--- config.mk ---
export PLATFORM = sky130hd
export DESIGN_NAME = regfile_write_arbiter
export DESIGN_NICKNAME = d
export VERILOG_FILES = /design/src/rtl/regfile_write_arbiter.sv
export SDC_FILE = /design/constraint.sdc
export NUM_CORES = 1
export LEC_CHECK = 0
export ABC_AREA = 1
export ABC_CLOCK_PERIOD_IN_PS = 2200
export CAP_MARGIN = 10
export CORE_MARGIN = 2
export CORE_UTILIZATION = 46
export CTS_CLUSTER_SIZE = 24
export DETAILED_ROUTE_END_ITERATION = 6
export PLACE_DENSITY_LB_ADDON = 0.3
export SLEW_MARGIN = 20
export SYNTH_ARGS = -nofsm -noshare
export SYNTH_HDL_FRONTEND = slang
export SYNTH_SLANG_ARGS = --single-unit
--- constraint.sdc ---
create_clock -name clk -period 2.2 [get_ports clk]
set_clock_uncertainty 0.15 [all_clocks]
set_input_delay 0.44 -clock clk [delete_from_list [all_inputs] [get_ports clk]]
set_output_delay 0.44 -clock clk [all_outputs]
set_load 0.01 [all_outputs]
--- src/rtl/regfile_write_arbiter.sv ---
// -----------------------------------------------------------------------------
// regfile_write_arbiter
//
// Arbitrates two write requesters onto the single write port of a 16 x 16-bit
// register file, and can zero-fill the whole register file on request.
//
// The register file writes one cycle after a grant. rf_enable and rf_data_in
// are registered here, and the register file consumes them at the next edge.
// A zero-fill sweep writes registers 0..15 on 16 consecutive cycles. While the
// sweep runs, both requesters are held off.
//
// Ports
//   clk          system clock; all state changes on its rising edge
//   reset        synchronous, active-high reset
//   req0_valid   requester 0 holds a write request
//   req0_addr    requester 0 target register index
//   req0_data    requester 0 write data
//   req0_ready   combinational grant to requester 0 for this cycle
//   req1_valid   requester 1 holds a write request
//   req1_addr    requester 1 target register index
//   req1_data    requester 1 write data
//   req1_ready   combinational grant to requester 1 for this cycle
//   clear_start  one-cycle pulse that starts a zero-fill sweep
//   clear_busy   high while the zero-fill sweep runs
//   rf_enable    registered enable; 5'b10000 = idle, 5'b0_aaaa = write reg aaaa
//   rf_data_in   registered write data for the register file
//   write_count  number of committed requester writes (wraps)
//
// Build option
//   REGFILE_ARB_ROUND_ROBIN_EN  when defined, contention between the two
//                               requesters alternates (round robin). When it
//                               is undefined, requester 0 always wins.
// -----------------------------------------------------------------------------
module regfile_write_arbiter (
   input  logic        clk,
   input  logic        reset,
   input  logic        req0_valid,
   input  logic [3:0]  req0_addr,
   input  logic [15:0] req0_data,
   output logic        req0_ready,
   input  logic        req1_valid,
   input  logic [3:0]  req1_addr,
   input  logic [15:0] req1_data,
   output logic        req1_ready,
   input  logic        clear_start,
   output logic        clear_busy,
   output logic [4:0]  rf_enable,
   output logic [15:0] rf_data_in,
   output logic [15:0] write_count
);

   typedef enum logic [0:0] {
      ARB   = 1'b0,
      SWEEP = 1'b1
   } state_t;

   state_t      state_r;
   state_t      state_next_s;
   logic [3:0]  cnt_r;
   logic [3:0]  cnt_next_s;
   logic        grant0_s;
   logic        grant1_s;
   logic        xfer0_s;
   logic        xfer1_s;
   logic [4:0]  enable_next_s;
   logic [15:0] data_next_s;
   logic [15:0] count_next_s;

`ifdef REGFILE_ARB_ROUND_ROBIN_EN
   // High when requester 1 should win the next contention.
   logic        prio1_r;
   logic        prio1_next_s;
`endif

   // Grants never escape while reset is asserted.
   assign req0_ready = grant0_s & ~reset;
   assign req1_ready = grant1_s & ~reset;
   assign clear_busy = (state_r == SWEEP) & ~reset;

   assign xfer0_s = req0_valid & req0_ready;
   assign xfer1_s = req1_valid & req1_ready;

   // Next-state, sweep counter and grant selection.
   always_comb begin
      state_next_s = state_r;
      cnt_next_s   = cnt_r;
      grant0_s     = 1'b0;
      grant1_s     = 1'b0;
      case (state_r)
         ARB: begin
            if (clear_start) begin
               // A clear request beats both requesters in this cycle.
               state_next_s = SWEEP;
               cnt_next_s   = 4'd0;
            end else if (req0_valid && req1_valid) begin
`ifdef REGFILE_ARB_ROUND_ROBIN_EN
               grant0_s = ~prio1_r;
               grant1_s = prio1_r;
`else
               grant0_s = 1'b1;
               grant1_s = 1'b0;
`endif
            end else if (req0_valid) begin
               grant0_s = 1'b1;
            end else if (req1_valid) begin
               grant1_s = 1'b1;
            end else begin
               grant0_s = 1'b0;
               grant1_s = 1'b0;
            end
         end
         SWEEP: begin
            // cnt_r wraps from 15 to 0 while the state returns to ARB.
            cnt_next_s = cnt_r + 4'd1;
            if (cnt_r == 4'd15) begin
               state_next_s = ARB;
            end else begin
               state_next_s = SWEEP;
            end
         end
         default: begin
            state_next_s = ARB;
            cnt_next_s   = 4'd0;
         end
      endcase
   end

   // Register-file write port and committed-write counter next values.
   always_comb begin
      enable_next_s = 5'b10000;
      data_next_s   = rf_data_in;
      count_next_s  = write_count;
      if (xfer0_s) begin
         enable_next_s = {1'b0, req0_addr};
         data_next_s   = req0_data;
         count_next_s  = write_count + 16'd1;
      end else if (xfer1_s) begin
         enable_next_s = {1'b0, req1_addr};
         data_next_s   = req1_data;
         count_next_s  = write_count + 16'd1;
      end else if (state_r == SWEEP) begin
         enable_next_s = {1'b0, cnt_r};
         data_next_s   = 16'h0000;
      end else begin
         enable_next_s = 5'b10000;
         data_next_s   = rf_data_in;
      end
   end

`ifdef REGFILE_ARB_ROUND_ROBIN_EN
   // The round-robin pointer moves only when a transfer actually happens.
   always_comb begin
      prio1_next_s = prio1_r;
      if (xfer0_s) begin
         prio1_next_s = 1'b1;
      end else if (xfer1_s) begin
         prio1_next_s = 1'b0;
      end else begin
         prio1_next_s = prio1_r;
      end
   end

   // Round-robin pointer register; requester 0 wins the first contention.
   always_ff @(posedge clk) begin
      if (reset) begin
         prio1_r <= 1'b0;
      end else begin
         prio1_r <= prio1_next_s;
      end
   end
`endif

   // State, sweep counter and registered outputs.
   always_ff @(posedge clk) begin
      if (reset) begin
         state_r     <= ARB;
         cnt_r       <= 4'd0;
         rf_enable   <= 5'b10000;
         rf_data_in  <= 16'h0000;
         write_count <= 16'h0000;
      end else begin
         state_r     <= state_next_s;
         cnt_r       <= cnt_next_s;
         rf_enable   <= enable_next_s;
         rf_data_in  <= data_next_s;
         write_count <= count_next_s;
      end
   end

endmodule

==> out/summary.txt <==
Outcome -> finished, final reports clean
Multiplexer share of the synthesized area -> 0%
Post-synth top flop -> dfxtp_1
Synthesized cell area -> 2090 um2
Vias per inst -> 4.80
Slowest cell on crit path -> clkdlybuf4s50_1
CTS Sinks -> 42
Top cells by area, synth -> dfxtp_1, nand2_1, nor2_1
Post-Synth Adder-Cell Area -> 1.20%
Synth Register Bits -> 42
Skew-Pair Late Insertion Delay -> 300 ps
Max clock buf depth -> 2
Largest family of logic cells by synthesized area -> simple AND/OR/NAND/NOR gates
Post-CTS resize count -> 6
Worst path cell trace -> clkdlybuf4s50_1 > inv_1 > nor2_1 > nand3_2 > inv_2 > dlygate4sd2_1
Final Instance Area -> 3090 um2
Async SR Flop Fraction -> 0%
Max Transition Viols Final -> 0
RD Place Congestion -> 0.861
DPL Wire Length -> 3.80 mm
Register clock-pin slew on the reported worst setup and hold paths -> 80 ps
RSZ-0062 raised after global routing -> false
Initial antenna violation count -> 0
TritonCTS Buffers -> 5
Diode count -> 0
P&R area growth vs syn -> 48.2%
Die area -> 5090 um2
YS warnings -> 0
Post-CTS Setup Inserts -> 0
CP Max Fanout -> 2
Startpoint Class -> input pin
Initial DRC Count -> 108
Initial core utilization -> 48.0%
DR WL/cell -> 11.6 um
Max cap viols -> 0
Number of synthesized flops with an enable pin -> 0
ANT nets after route -> 0
Die W -> 71.4 um
Mapped Nets -> 344
Synth top cells by count -> nand2_1, nor2_1, dfxtp_1
Die Span Y -> 71.4 um
Most common cell in the synthesized netlist -> nand2_1
Area share of the largest cell type after synthesis -> 40.3%
First-pass GRT wire length -> 8.63 mm
Crit path capture type -> output port
Synth Area in Compound Gates -> 12.9%
Yosys cell types -> 32
Mapped Cells -> 297
Post-Layout Cell Count -> 440
Post-synthesis xor/xnor area fraction -> 0%
WL final -> 5.10 mm
Final-report hold violation count -> 0
Crit path kind -> input pin to output port
Layout cells sized above 1 -> 12.6%
Worst hold-check path type -> flip-flop to flip-flop
PortBufs -> 84
DRC -> 0
Req. time, crit path -> 1610 ps
Core ar. -> 4350 um2
Final setup fails -> 0
DR vias -> 2114
# placed instances -> 434
Drt first pass iters -> 4
Minimum clock period -> 2080 ps
Worst Path Arrival -> 1490 ps
Peak supply drop -> 0.314 mV
Period utilisation layout -> 94.5%
Max Clk Rate -> 481 MHz
CTS root buf -> clkbuf_8
Gr usage total -> 21.2%
Number of global-route vias before repair -> 2018
Register area share after synthesis -> 40.3%
Area of placed instances -> 3010 um2
# IOs -> 85
Final Net Count -> 436
H-tree lvl count -> 2
Row count -> 24
GR Overflow Total -> 0
Worst slew pin tran -> 377 ps
Largest net degree at the start of global routing -> 23
Storage element area -> 842 um2
Area leader, netlist -> dfxtp_1
Slowest stage delay, CP -> 470 ps
Final core utilization -> 71.1%
Layout fillers -> 366
Rel. slew slack -> 74.8%
CTS Hold Buffers Added -> 0
CTS tree -> built
Simple-gate portion of the synthesized area -> 36.5%
Power per Cell Area -> 495 nW/um2
Leakage -> 1.32 nW
Avg Synthesized Cell Area -> 7.03 um2
Area of the multi-input gates -> 1060 um2
==> through the flow <==
stage / worst slack, ps / setup TNS [ps] / hold WS [ps] / power, mW
2_1_floorplan: 722 / 0 / 281 / 0.914
3_3_place_gp: -156 / -363 / 308 / 1.05
3_5_place_dp: -165 / -419 / 318 / 1.05
4_1_cts: 115 / 0 / 336 / 1.55
5_1_grt: 15.0 / 0 / 361 / 1.60
6_report: 121 / 0 / 334 / 1.53
==> layout make-up <==
class / count / share of cell area, %
clock buffer: 6 / 2.67
inverter: 28 / 3.40
multi-input combinational: 216 / 34.3
sequential: 42 / 27.2
tap: 52 / 2.10
timing repair buffer: 96 / 30.3
==> routing by layer <==
metal | routed length [um] | GRT usage, %
met1 | 2300 | 24.6
met2 | 2340 | 35.6
met3 | 356 | 7.74
met4 | 108 | 8.18
met5 | 0 | 0
==> cells by family (layout without fill, tap and decap cells) <==
family,after synthesis,in the layout
buf+inv,39,130
fa+ha+maj,2,2
compound gates,40,40
simple gates,174,174
flops,42,42
==> worst paths after layout <==
kind / slack, ps / end / from / cells after the start
min reg2reg: 330 / cnt_r[3] / cnt_r[3] / 1
min: 330 / cnt_r[3] / cnt_r[3] / 1
max: 120 / req1_ready / req1_valid / 6
max reg2reg: 580 / rf_data_in[15] / state_r / 7
==> worst max-delay path: cells and delay by family <==
family / cells / cell delay (ps)
simple gates: 2 / 210
buf+inv: 4 / 830
==> cells in the final DEF, fill, tap and decap left out, types with 2 or more instances in the layout <==
master	n
clkbuf_8	6
dfxtp_1	41
a31oi_1	4
a21oi_1	13
nor3b_1	2
nor2_1	43
o21ai_1	2
nor3_1	2
nand2_4	2
o21ai_0	8
nor2_4	2
dlygate4sd2_1	4
buf_4	11
nand2_1	103
ha_1	2
nand3_1	7
nor2_2	3
a21oi_2	10
clkdlybuf4s50_1	80
nand3_2	3
inv_1	23
inv_2	5
nand4_1	2
==> report_power, final <==
group	switching (mW)	internal, mW
clock network	0.253	0.242
registers	0.0173	0.779
logic	0.101	0.138
total	0.371	1.16
==> registers in the layout (all words and copies together), names as in the netlist <==
signal       count
rf_data_in      16
write_count     16
rf_enable        5
cnt_r            4
state_r          1
No activity file was read; power rests on OpenSTA's default activity.
